==> config.mk <==
export PLATFORM = sky130hd
export DESIGN_NAME = tjmono_tx_emu
export DESIGN_NICKNAME = d
export VERILOG_FILES = /design/src/rtl/tjmono_tx_emu.sv
export SDC_FILE = /design/constraint.sdc
export NUM_CORES = 1
export LEC_CHECK = 0
export CORE_MARGIN = 2
export CORE_UTILIZATION = 40
export DETAILED_ROUTE_END_ITERATION = 8
export GPL_ROUTABILITY_DRIVEN = 0
export SYNTH_ARGS = -nofsm -noshare
export SYNTH_HDL_FRONTEND = slang
export SYNTH_SLANG_ARGS = --single-unit
export TNS_END_PERCENT = 100
==> constraint.sdc <==
create_clock -name CLK -period 7.8 [get_ports CLK]
set_input_delay 1.95 -clock CLK [delete_from_list [all_inputs] [get_ports CLK]]
set_output_delay 1.95 -clock CLK [all_outputs]
set_load 0.03 [all_outputs]
==> src/rtl/tjmono_tx_emu.sv <==
// TJ-Mono hit transmitter emulator: hit FIFO with
// freeze bookkeeping and a 27-bit MSB-first serializer.
module tjmono_tx_emu #(
    parameter int FIFO_DEPTH  = 16,
    parameter int GRAY_ENCODE = 1
) (
    input  logic                          CLK,
    input  logic                          RST_N,
    input  logic                          HIT_WRITE,
    input  logic [5:0]                    HIT_COL,
    input  logic [8:0]                    HIT_ROW,
    input  logic [5:0]                    HIT_LE,
    input  logic [5:0]                    HIT_TE,
    input  logic                          FREEZE,
    input  logic                          READ,
    output logic                          TOKEN,
    output logic                          DATA,
    output logic [$clog2(FIFO_DEPTH):0]   FIFO_COUNT,
    output logic [7:0]                    LOST_CNT,
    output logic [7:0]                    ERR_CNT
);

    localparam int AW = $clog2(FIFO_DEPTH);
    localparam int CW = AW + 1;

    typedef enum logic {
        IDLE,
        SHIFT
    } state_t;

    state_t         state;
    state_t         state_nxt;
    logic [26:0]    mem [FIFO_DEPTH];
    logic [AW-1:0]  wr_ptr;
    logic [AW-1:0]  rd_ptr;
    logic [CW-1:0]  count;
    logic [CW-1:0]  count_nxt;
    logic [CW-1:0]  frozen_cnt;
    logic           read_q;
    logic           freeze_q;
    logic [26:0]    shreg;
    logic [4:0]     bitcnt;
    logic           token_q;
    logic [7:0]     lost_q;
    logic [7:0]     err_q;
    logic           load;
    logic           err_inc;
    logic           pop_en;
    logic           push_acc;
    logic           full;
    logic           empty;
    logic           read_rise;
    logic           freeze_rise;
    logic           freeze_fall;
    logic [26:0]    hit_word;

    function automatic logic [5:0] enc(input logic [5:0] x);
        if (GRAY_ENCODE == 1)
            return x ^ (x >> 1);
        else
            return x;
    endfunction

    assign full        = (count == CW'(FIFO_DEPTH));
    assign empty       = (count == '0);
    assign read_rise   = READ & ~read_q;
    assign freeze_rise = FREEZE & ~freeze_q;
    assign freeze_fall = ~FREEZE & freeze_q;
    assign pop_en      = load & ~empty;
    assign push_acc    = HIT_WRITE & (~full | pop_en);
    assign count_nxt   = count + CW'(push_acc) - CW'(pop_en);
    assign hit_word    = {HIT_COL, enc(HIT_TE), enc(HIT_LE), HIT_ROW};

    assign TOKEN      = token_q;
    assign DATA       = (state == SHIFT) & shreg[26];
    assign FIFO_COUNT = count;
    assign LOST_CNT   = lost_q;
    assign ERR_CNT    = err_q;

    // Serializer state register.
    always_ff @(posedge CLK) begin
        if (!RST_N)
            state <= IDLE;
        else
            state <= state_nxt;
    end

    // Next state: a rise on the last shift bit chains the next word.
    always_comb begin
        state_nxt = state;
        load      = 1'b0;
        err_inc   = 1'b0;
        unique case (state)
            IDLE: begin
                if (read_rise) begin
                    load      = 1'b1;
                    err_inc   = empty;
                    state_nxt = SHIFT;
                end
            end
            SHIFT: begin
                if (read_rise && bitcnt == 5'd0) begin
                    load    = 1'b1;
                    err_inc = empty;
                end else begin
                    err_inc = read_rise;
                    if (bitcnt == 5'd0)
                        state_nxt = IDLE;
                end
            end
            default: state_nxt = IDLE;
        endcase
    end

    // Hit storage; contents are don't-care after reset.
    always_ff @(posedge CLK) begin
        if (push_acc)
            mem[wr_ptr] <= hit_word;
    end

    // FIFO pointers, occupancy, edge registers and counters.
    always_ff @(posedge CLK) begin
        if (!RST_N) begin
            wr_ptr     <= '0;
            rd_ptr     <= '0;
            count      <= '0;
            frozen_cnt <= '0;
            read_q     <= 1'b0;
            freeze_q   <= 1'b0;
            token_q    <= 1'b0;
            lost_q     <= 8'd0;
            err_q      <= 8'd0;
        end else begin
            read_q   <= READ;
            freeze_q <= FREEZE;
            count    <= count_nxt;
            if (push_acc)
                wr_ptr <= wr_ptr + 1'b1;
            if (pop_en)
                rd_ptr <= rd_ptr + 1'b1;
            if (freeze_fall)
                frozen_cnt <= '0;
            else if (freeze_rise)
                frozen_cnt <= count_nxt;
            else if (pop_en && frozen_cnt != '0)
                frozen_cnt <= frozen_cnt - 1'b1;
            if (FREEZE)
                token_q <= freeze_rise ? (count != '0)
                                       : (frozen_cnt != '0);
            else
                token_q <= (count != '0);
            if (HIT_WRITE && !push_acc && lost_q != 8'hFF)
                lost_q <= lost_q + 8'd1;
            if (err_inc && err_q != 8'hFF)
                err_q <= err_q + 8'd1;
        end
    end

    // Shift register: load a word or move one bit toward DATA.
    always_ff @(posedge CLK) begin
        if (!RST_N) begin
            shreg  <= '0;
            bitcnt <= 5'd0;
        end else if (load) begin
            shreg  <= empty ? 27'd0 : mem[rd_ptr];
            bitcnt <= 5'd26;
        end else if (state == SHIFT) begin
            shreg  <= {shreg[25:0], 1'b0};
            bitcnt <= bitcnt - 5'd1;
        end
    end

endmodule

==> flow_summary.ini <==
[run_status]
status = completed

[synthesis]
synth_edf_count = 432
syn_inst = 1167
synth.avg_cell_area_um2 = 17.2
ys_types = 58
ys.warnings.count = 0
syn-num-nets = 1217
async_reset_ff_frac = 0
ys_ff_latch = 506
syn-cell-area_um2 = 20000
yosysSeqAreaShare = 0.721
synth_ff_type = edfxtp_1

[floorplanning]
initial_core_util = 0.403
die_w_um = 228
coreArea_um2 = 49800
ios = 55
die_h_um = 228
row_count = 82
die_area_um2 = 51900

[clock_network]
ctsHtreeMaxLevel = 2
insertion_delay_ps = 590
clockBufferDepth = 3
cts_root_buffer = clkbuf_16
path_clk_slew_ps = 60
hold_buffers = 0
numCtsBuffers = 52
cts_setup_buffers = 0
cts_resized = 0
clock_sinks = 506
tritoncts = built

[setup_path]
r2r_start = bitcnt[0]$_SDFFE_PP0P_
r2r-end = frozen_cnt[4]$_SDFFE_PP0P_
critPathArrivalTime_ps = 5080
cp.required_ps = 8280
r2r_cells = 14
reg2reg_slack_ps = 4220
critical_path_class = in2reg
end_kind = flip-flop
worstPathMaxFanout = 8
setup.worst_path.start_class = input port

[sta]
setup_violations = 0
finalCritPeriodShare = 0.591
worstMarginPinSlew_ps = 1270
report.final.slew_viol_count = 0
relSlewSlack = 0.148
clock_skew_ps = 19.6
hold_ws_ps = 492
timing.fmax_ghz = 0.217
hold_viol = 0
rsz0062_at_grt = no
period_needed_ps = 4610
fin_tns_setup_ps = 0

[worst_hold_path]
whs_endpoint = bitcnt[0]$_SDFFE_PP0P_
hold_class = reg2reg
hold_path_depth = 2
min_from = bitcnt[0]$_SDFFE_PP0P_

[place]
postPlaceCellArea_um2 = 21400
numPortBuffers = 54
dp_hpwl_mm = 23.3

[finish]
design.final.nets = 1284
area_delta_synth_final_pct = 15.2
drive_gt1_frac = 0.175
antenna_cells = 0
final_util = 0.464
final_common_cell = edfxtp_1
design_area_um2 = 23100
layout_common_cells = edfxtp_1, mux2i_1, dfxtp_1

[global_route]
grt_max_degree = 63
grt_pass1_vias = 10574
grt_pass1_wl_mm = 64.9
antenna_found_initial = 0
grt_overflow = 0
grt_use_total = 0.163

[pwr]
max-vdd-ir-drop_v = 0.000126
p_leak_uw = 0.00713
powerDensity_nw_per_um2 = 276

[routing]
drc = 0
drtPass1Iterations = 5
ant_nets = 0
wl_per_cell_um = 21.6
vias = 10319
finalWirelength_mm = 42.1
drtIter0Drc = 953
viasPerCell = 5.30

[run]
drv_cap = 0
-- power by group --
group / leakage, µW / internal, µW / switching, µW
Clock: 0.000819 / 1390 / 1010
Sequential: 0.00451 / 3080 / 75.0
Combinational: 0.00180 / 347 / 478
Total: 0.00713 / 4810 / 1570
-- sequential cells by signal, indices dropped and copies added (netlist names), named ones only --
register    cells
wr_ptr          4
rd_ptr          4
ERR_CNT         8
TOKEN           1
frozen_cnt      5
LOST_CNT        8
mem           432
bitcnt          5
shreg          27
read_q          1
freeze_q        1
state           1
FIFO_COUNT      5
-- critical path, cell delays in order --
cell and delay [ps]:
clkdlybuf4s50_1 490, nor2b_1 320, o21ai_2 200, a21oi_1 470, inv_1 90, ha_1 280
inv_1 50, ha_1 150, inv_1 60, fa_1 430, inv_1 70, a21oi_1 50
o21bai_1 150, xnor2_1 90, o2111a_1 220
-- worst max-delay path by stage --
stage                     from                         end  slack (ps)
after detailed placement  READ  frozen_cnt[4]$_SDFFE_PP0P_        2560
final                     READ  frozen_cnt[4]$_SDFFE_PP0P_        3190
after global placement    READ  frozen_cnt[4]$_SDFFE_PP0P_        2570
after CTS                 READ        mem[4][17]$_DFFE_PP_        3170
after global routing      READ  frozen_cnt[4]$_SDFFE_PP0P_        2840
after floorplan           READ         mem[1][0]$_DFFE_PP_        2550
-- per-stage QoR --
stage / setup WS [ps] / cells / total power (µW)
after floorplan: 2550 / 1167 / 3750
after global placement: 2570 / 1852 / 4030
after detailed placement: 2560 / 1852 / 4040
after CTS: 3170 / 1948 / 6430
after global routing: 2840 / 1948 / 6630
final: 3190 / 1948 / 6370
-- synthesized netlist by cell type, types with 4 or more instances --
master,number,area (µm²)
edfxtp_1,432,13000
nor4_1,4,25.0
a22oi_1,65,488
dfxtp_1,74,1480
ha_1,17,213
and3_1,6,37.5
xnor2_1,13,114
inv_1,20,75.1
and2_1,8,50.1
nand3_1,29,145
o22ai_1,10,62.6
nand2b_1,29,181
mux2i_1,95,951
clkbuf_1,31,116
nand4_1,8,50.1
buf_2,24,120
nand2_1,19,71.3
nor3_1,8,40.0
nor2_1,68,255
and4_1,4,35.0
a21oi_1,22,110
mux4_2,66,1490
o21ai_0,25,125
xor2_1,17,149
mux2_2,26,293
-- per-layer routing --
metal	up-vias	routed length, µm	GRT usage
met1	5295	18700	0.223
li1	4735	-	-
met4	0	749	0.0409
met3	64	1990	0.0266
met2	225	20700	0.273
met5	-	0	0
-- area by class of cell --
cell class,count,area (µm²)
Timing Repair Buffer,72,676
Tap cell,672,841
Multi-Input combinational cell,581,5370
Clock buffer,72,1480
Sequential cell,506,14500
Fill cell,4270,26700
Clock inverter,24,176
Inverter,21,78.8
-- cell families after synthesis --
| kind of cell | Yosys count | share of synthesized area |
|---|---|---|
| compound gates | 143 | 0.0480 |
| xor+xnor | 30 | 0.0131 |
| fa+ha+maj | 18 | 0.0116 |
| buf+inv | 80 | 0.0169 |
| flops | 506 | 0.721 |
| mux | 187 | 0.136 |
| simple gates | 203 | 0.0528 |
(Power assumes the default switching activity.)
